==> src/rtl/card_dispatcher_pkg.sv <==
// Shared types and constants for the card dispatcher: FSM states, destination codes and deck defaults.
package card_dispatcher_pkg;

   localparam int DECK_SIZE_DEF = 52;
   localparam int ADDR_W_DEF    = 6;

   localparam logic DEST_PLAYER = 1'b0;
   localparam logic DEST_DEALER = 1'b1;

   typedef enum logic [2:0] {
      ST_SHUFFLE,
      ST_WAIT_SHUF,
      ST_IDLE,
      ST_READ,
      ST_RETURN
   } state_t;

endpackage

==> src/rtl/card_dispatcher_rr_arbiter2.sv <==
// Two-way round-robin arbiter: combinational one-hot grant, priority moves past the winner on accept.
// Bit 0 is the player and bit 1 is the dealer; the player holds priority after reset.
module rr_arbiter2
   import card_dispatcher_pkg::*;
(
   input  logic       clk,
   input  logic       rst_n,
   input  logic [1:0] req,
   input  logic       accept,
   output logic [1:0] gnt
);

   logic prio;

   always_comb begin
      gnt = 2'b00;
      if (req[0] && req[1]) begin
         gnt = (prio == DEST_DEALER) ? 2'b10 : 2'b01;
      end else if (req[0]) begin
         gnt = 2'b01;
      end else if (req[1]) begin
         gnt = 2'b10;
      end
   end

   always_ff @(posedge clk or negedge rst_n) begin
      if (!rst_n) begin
         prio <= DEST_PLAYER;
      end else if (accept && (gnt != 2'b00)) begin
         prio <= gnt[0] ? DEST_DEALER : DEST_PLAYER;
      end
   end

endmodule

==> src/rtl/card_dispatcher.sv <==
// Deals cards from a shuffled deck memory to player/dealer; card_valid 3 cycles after the IDLE grant.
// Requests are level-held and only sampled in IDLE; the deck is reshuffled after reset and on every wrap.
module card_dispatcher
   import card_dispatcher_pkg::*;
#(
   parameter int DECK_SIZE = DECK_SIZE_DEF,
   parameter int ADDR_W    = ADDR_W_DEF
) (
   input  logic              clk,
   input  logic              rst_n,
   input  logic              req_player,
   input  logic              req_dealer,
   input  logic              reshuffle,
   output logic [ADDR_W-1:0] mem_addr,
   input  logic [3:0]        mem_q,
   output logic              shuffle_start,
   input  logic              shuffle_done,
   output logic              card_valid,
   output logic [3:0]        card_value,
   output logic              card_dest,
   output logic              busy,
   output logic [ADDR_W-1:0] cards_left
);

   // One extra bit so the pointer can reach DECK_SIZE == 2**ADDR_W.
   localparam int PTR_W = ADDR_W + 1;

   state_t           state;
   state_t           state_nxt;
   logic [PTR_W-1:0] ptr;
   logic [PTR_W-1:0] ptr_inc;
   logic [PTR_W-1:0] left_full;
   logic             need_shuf;
   logic             grant_acc;
   logic [1:0]       gnt;

   rr_arbiter2 u_arb (
      .clk    (clk),
      .rst_n  (rst_n),
      .req    ({req_dealer, req_player}),
      .accept (grant_acc),
      .gnt    (gnt)
   );

   assign ptr_inc    = ptr + PTR_W'(1);
   assign left_full  = PTR_W'(DECK_SIZE) - ptr;
   assign cards_left = left_full[ADDR_W-1:0];
   assign busy       = (state != ST_IDLE);

   always_ff @(posedge clk or negedge rst_n) begin
      if (!rst_n) begin
         state <= ST_IDLE;
      end else begin
         state <= state_nxt;
      end
   end

   // Reset parks in IDLE with need_shuf set, so outputs read idle during reset and SHUFFLE follows release.
   always_comb begin
      state_nxt = state;
      grant_acc = 1'b0;
      case (state)
         ST_SHUFFLE:   state_nxt = ST_WAIT_SHUF;
         ST_WAIT_SHUF: if (shuffle_done) state_nxt = ST_IDLE;
         ST_IDLE: begin
            if (need_shuf || reshuffle) begin
               state_nxt = ST_SHUFFLE;
            end else if (req_player || req_dealer) begin
               state_nxt = ST_READ;
               grant_acc = 1'b1;
            end
         end
         ST_READ:      state_nxt = ST_RETURN;
         ST_RETURN:    state_nxt = (ptr_inc == PTR_W'(DECK_SIZE)) ? ST_SHUFFLE : ST_IDLE;
         default:      state_nxt = ST_IDLE;
      endcase
   end

   always_ff @(posedge clk or negedge rst_n) begin
      if (!rst_n) begin
         need_shuf     <= 1'b1;
         ptr           <= '0;
         mem_addr      <= '0;
         card_value    <= '0;
         card_dest     <= DEST_PLAYER;
         card_valid    <= 1'b0;
         shuffle_start <= 1'b0;
      end else begin
         card_valid    <= 1'b0;
         shuffle_start <= (state_nxt == ST_SHUFFLE);
         case (state)
            ST_SHUFFLE: begin
               ptr       <= '0;
               need_shuf <= 1'b0;
            end
            ST_IDLE: begin
               if (grant_acc) begin
                  mem_addr  <= ptr[ADDR_W-1:0];
                  card_dest <= gnt[1] ? DEST_DEALER : DEST_PLAYER;
               end
            end
            ST_RETURN: begin
               card_value <= mem_q;
               card_valid <= 1'b1;
               ptr        <= ptr_inc;
            end
            default: ;
         endcase
      end
   end

endmodule

==> config.mk <==
export PLATFORM = sky130hd
export DESIGN_NAME = card_dispatcher
export DESIGN_NICKNAME = d
export VERILOG_FILES = /design/src/rtl/card_dispatcher_pkg.sv /design/src/rtl/card_dispatcher_rr_arbiter2.sv /design/src/rtl/card_dispatcher.sv
export SDC_FILE = /design/constraint.sdc
export NUM_CORES = 1
export LEC_CHECK = 0
export ABC_AREA = 1
export BUFFER_PORTS_ARGS = -buffer_cell sky130_fd_sc_hd__buf_2
export CELL_PAD_IN_SITES_DETAIL_PLACEMENT = 1
export CELL_PAD_IN_SITES_GLOBAL_PLACEMENT = 2
export CORE_MARGIN = 2
export CORE_UTILIZATION = 28
export DETAILED_ROUTE_END_ITERATION = 12
export PLACE_DENSITY_LB_ADDON = 0.1
export RECOVER_POWER = 100
export SKIP_CTS_REPAIR_TIMING = 1
export SLEW_MARGIN = 10
export SYNTH_ARGS = -nofsm -noshare
export SYNTH_HDL_FRONTEND = slang
export SYNTH_SLANG_ARGS = --single-unit
==> constraint.sdc <==
create_clock -name clk -period 1.2 [get_ports clk]
set_input_delay 0.18 -clock clk [delete_from_list [all_inputs] [get_ports clk]]
set_output_delay 0.18 -clock clk [all_outputs]
set_load 0.01 [all_outputs]
==> summary.txt, run 1 <==
status = complete, but fails checks
violated checks = setup timing
ys async rst share = 100.0%
max-cap violations = 0
area of the mapped netlist = 0.001236 mm^2
global-route wire length before repair = 5.589 mm
Antenna Violating Nets Remaining = 0
Detailed Route Iter0 Violations = 28
Post-Synth XOR/XNOR Area = 3.543%
Leak = 0.8641 nW
Post-synth top cells = nand2_1, dfrtp_1, inv_1, nand3_1, o21ai_0
Hold Path Class = in -> reg
Post-Synthesis Cells = 136
CP Launch Point = ptr[1]
Num CTS Buffers = 3
critical path class = reg -> out
GRT Util Overall = 14.54%
Synth Area in Adders = 2.024%
CP Capture Type = primary output
H-Tree Depth = 1
Worst Clk Skew = 2.521 ps
Root Driver = clkbuf_8
CTS Buffer Depth = 2
Syn Area/Cell = 9.090 um^2
IO Pins = 30
critical path, cell by cell = inv_2 > ha_4 > o21ai_2 > xor2_1 > buf_2
CTS tree = done
Die X = 70.45 um
RePlAce Congestion = 0.7977
Slew Limit Fails = 0
worst-margin pin slew = 370.5 ps
worst vdd rail ir drop = 0.0005969 V
initial core utilization = 28.79%
largest net degree at the start of global routing = 17
Max Fclk = 0.6384 GHz
Rel. slew slack = 75.21%
slowest CP cell = dfrtp_2
Worst EP arrival = 1390 ps
Setup WS post-layout = -366.5 ps
worst reg2reg startpoint = state[1]
area delta synth->final = 51.62%
Synth top area share = 46.56%
largest family of logic cells by synthesized area = simple AND/OR/NAND/NOR gates
Detailed Place HPWL = 2.419 mm
cell count of the worst reg-to-reg path = 6
Critical Path End = cards_left[4]
setup TNS = -3829 ps
DRT Pass-1 Iters = 4
clock-pin slew on the worst setup and hold paths = 90 ps
critical path required time = 1020 ps
FP Rows = 24
Die H = 70.45 um
fin crit share = 130.5%
Post-synth EDFFs = 0
share of cells above drive strength 1 = 51.27%
Via density = 4.502
Worst-Skew Late Latency = 280 ps
Post-Synth Simple-Gate Area = 24.09%
FF-to-FF End = ptr[2]
CP Launch Type = flop
die area = 0.004963 mm^2
Worst R2R Setup Slack = -210 ps
Synth area leaders = dfrtp_1, nand2_1, inv_1
Antenna Cells = 0
worst hold path startpoint = mem_q[1]
final setup violating endpoints = 27
Routed WL per cell = 14.11 um
total core area = 0.004294 mm^2
Synth warnings = 0
sequential element share of the synthesized area = 50.81%
vias in the first global route = 1141
Clock Sinks = 25
fin crit period = 1567 ps
Netlist cell types = 26
port buffer count = 29
post-synthesis compound-gate area fraction = 11.34%
cell taking the most area after synthesis = dfrtp_1
Final Core Density = 43.65%
most frequent cell after synthesis = nand2_1
final hold violations = 0
Main synth FF type = dfrtp_1
largest stage delay on the critical path = 420 ps
DRC Markers = 0
via count = 1121
CP Max Fanout = 5
fin nets = 210
RSZ-0062 raised after global routing = yes
drt total wl = 3.514 mm
post-synth net total = 148
initial antenna violation count = 0
proportion of synthesized area in mux cells = 0%
flops & latches, synth = 25
pwr dens = 1845 mW/mm^2
GRT overflow = 0
## metrics by stage
step | instance area, um^2 | hold WS [ps] | worst slack, ps | power, mW | std cells
after floorplan | 1244 | -115.6 | -54.82 | 1.942 | 136
after global placement | 1590 | 105.8 | -154.4 | 2.453 | 234
after detailed placement | 1590 | 112.5 | -265.0 | 2.510 | 234
after CTS | 1637 | -195.7 | -473.5 | 3.042 | 238
after global routing | 1874 | 109.9 | -432.5 | 3.727 | 249
final | 1874 | 95.00 | -366.5 | 3.458 | 249
## routing by layer
metal / vias to the layer above / track usage (%) / routed length [um] / part of all wire, %
met2: 30 / 22.43 / 1692 / 48
met1: 529 / 19.47 / 1615 / 46
met4: 0 / 7.051 / 68 / 1.9
met5: - / 0 / 0 / 0
li1: 557 / - / - / -
met3: 5 / 2.742 / 138 / 3.9
## worst min path at each step
stage / endpoint / depth (start not counted) / slack [ps]
floorplan: card_dest / 0 / -120
global placement: mem_addr[0] / 1 / 110
detailed placement: mem_addr[0] / 1 / 110
CTS: mem_addr[0] / 1 / -200
global route: card_value[3] / 3 / 110
finish: card_value[1] / 3 / 100
## critical path, delay by kind of cell (launching register included)
family,cells,cell delay [ps]
AOI/OAI and AO/OA,1,120
xor gates and xnor gates,1,170
adders and majority gates,1,170
buffers and inverters,2,220
DFF,1,420
## cells by family after synthesis
kind of cell             after synthesis
AO/OA/AOI/OAI                         19
flip-flops                            25
AND/OR/NAND/NOR                       63
XOR/XNOR                               5
buffers and inverters                 22
adder cells (fa/ha/maj)                2
## placed cells by master, fill, tap and decap left out, types with 3 or more instances in the layout
cell type  instances
nand2_1           29
buf_4             24
dfrtp_1           20
buf_2             13
clkbuf_1          13
inv_1             11
o21ai_2           10
nand2_2            8
nand3_1            7
inv_2              5
buf_6              5
nor2_4             3
nor3_2             3
nand3_2            3
nor2_1             3
xor2_1             3
clkbuf_8           3
dfrtp_2            3
## sequential cells by signal, indices dropped and copies added, names as in the netlist
signal / flops
shuffle_start: 1
u_arb.prio: 1
card_value: 4
ptr: 7
card_dest: 1
card_valid: 1
mem_addr: 6
need_shuf: 1
state: 3
## power breakdown
part	leakage (nW)	internal (mW)	switching [mW]
combinational	0.521	0.782	0.899
sequential	0.318	1.09	0.159
clock	0.0255	0.233	0.297
total	0.864	2.10	1.36
## area by class of cell
type / instances / area [um^2]
Sequential cell: 25 / 631.9
Clock buffer: 3 / 41.29
Tap cell: 52 / 65.06
Inverter: 18 / 76.32
Fill cell: 514 / 2420
Clock inverter: 1 / 5.005
Timing Repair Buffer: 60 / 410.4
Multi-Input combinational cell: 90 / 644.4
(Power assumes the default switching activity.)
==> inputs of run 2 (changes only) <==
Settings changed: SKIP_CTS_REPAIR_TIMING 1 to default.
==> summary.txt, run 2 (synthesized netlist as in run 1, its figures left out) <==
Root Driver = clkbuf_8
Die X = 70.45 um
Critical Path End = cards_left[5]
worst-margin pin slew = 373.7 ps
global-route wire length before repair = 6.499 mm
area delta synth->final = 63.66%
IO Pins = 30
Setup WS post-layout = -358.8 ps
max-cap violations = 0
met2 Use GR = 29.04%
initial core utilization = 28.79%
Leak = 0.9399 nW
critical path class = reg -> out
Worst EP arrival = 1380 ps
Filler cells = 521
share of cells above drive strength 1 = 58.25%
fin crit share = 129.9%
combinational fraction of design power = 51.8%
initial antenna violation count = 0
Detailed Route Iter0 Violations = 32
CP Launch Point = ptr[0]
vias in the first global route = 1287
GRT busiest layer = met2
Max Fclk = 0.6415 GHz
Rel. slew slack = 74.99%
Hold Path Class = in -> reg
Reg power frac = 33.9%
CTS tree = done
Final Core Density = 47.12%
H-Tree Depth = 1
Top Registers = ptr (7), mem_addr (6), card_value (4)
max reg flops = 7
DRT Pass-1 Iters = 2
Worst-Skew Late Latency = 280 ps
status = complete, but fails checks
GRT Util Overall = 17.10%
cell count of the worst reg-to-reg path = 10
port buffer count = 29
GRT overflow = 0
final hold violations = 0
met1 Usage GRT = 21.20%
Detailed Place HPWL = 2.419 mm
via count = 1149
largest net degree at the start of global routing = 15
CP Max Fanout = 3
met3 usage = 2.597%
Routed WL per cell = 14.89 um
fin nets = 219
RePlAce Congestion = 0.7977
fin crit period = 1559 ps
clock power share = 14.3%
Via density = 4.453
commonest non-fill, non-tap cell in the layout = buf_4
CTS Buffer Depth = 2
Internal = 2.242 mW
Design Power = 3.681 mW
worst reg2reg startpoint = ptr[0]
Antenna Cells = 0
worst vdd rail ir drop = 0.0006433 V
FF-to-FF End = shuffle_start
total core area = 0.004294 mm^2
Clock Sinks = 25
final setup violating endpoints = 27
RSZ-0062 raised after global routing = yes
FP Rows = 24
DRC Markers = 0
pwr dens = 1819 mW/mm^2
CP Capture Type = primary output
Slew Limit Fails = 0
Worst R2R Setup Slack = -220 ps
Die H = 70.45 um
critical path required time = 1020 ps
drt total wl = 3.841 mm
clock-pin slew on the worst setup and hold paths = 100 ps
Worst Clk Skew = 6.495 ps
CP Launch Type = flop
violated checks = setup timing
Top reg by flops = ptr
switching part of the total power = 39.10%
Net Switching = 1.439 mW
die area = 0.004963 mm^2
most frequent cells in the layout = buf_4, nand2_1, dfrtp_1, clkbuf_1
Num CTS Buffers = 3
Antenna Violating Nets Remaining = 0
## run 2: worst min-delay path by stage
stage | depth (start not counted) | slack [ps] | from | end
3_3_place_gp | 1 | 110 | rst_n | mem_addr[0]
4_1_cts | 3 | 100 | mem_q[1] | card_value[1]
2_1_floorplan | 0 | -120 | rst_n | card_dest
6_report | 3 | 90 | mem_q[1] | card_value[1]
3_5_place_dp | 1 | 110 | rst_n | mem_addr[0]
5_1_grt | 3 | 100 | mem_q[1] | card_value[1]
## run 2: area by class of cell
class	count	area, um^2	share of cell area [%]
clock buffers	3	41.29	2.041
clock inverters	1	5.005	0.2474
inverters	18	78.83	3.896
multi-input cells	90	703.2	34.76
flip-flops and latches	25	630.6	31.17
well taps	52	65.06	3.216
repair buffers	69	499.2	24.68
## run 2: power by group through the flow
stage | Sequential (mW) | Combinational (mW) | Clock [mW]
floorplan | 1.31 | 0.627 | 0
global placement | 1.23 | 1.23 | 0
detailed placement | 1.24 | 1.27 | 0
CTS | 1.23 | 1.81 | 0.542
global route | 1.27 | 2.08 | 0.589
finish | 1.25 | 1.91 | 0.526
## run 2: per-layer routing
metal | vias to the layer above | part of all wire [%] | wire [um]
met4 | 0 | 2.5 | 97
met2 | 26 | 50 | 1912
li1 | 567 | - | -
met5 | - | 0 | 0
met3 | 7 | 3.2 | 124
met1 | 549 | 44 | 1706
## run 2: timing repair
item | CTS | global route
cloned | 1 | 0
pin swaps | 10 | 10
hold buffers | 1 | 0
endpoints found under the hold margin | 12 | 0
resized for setup | 37 | 31
setup buffers | 19 | 2
endpoints found under the setup margin | 29 | 30
## run 2: critical path: stages (launching register included)
cell     delay, ps
dfrtp_2        440
o21ai_2        180
nand2_1        100
nand2_2         80
xor2_1         150
buf_2          150
## run 2: through the flow
step                instance area, um^2  hold slack (ps)  setup TNS, ps  cells  setup WS, ps
floorplan                          1244           -115.6         -214.4    136        -54.82
global placement                   1590            105.8          -1900    234        -154.4
detailed placement                 1590            112.5          -3925    234        -265.0
CTS                                1938            96.80          -3201    256        -350.0
global route                       2023            99.94          -6429    258        -449.8
finish                             2023            85.19          -4083    258        -358.8
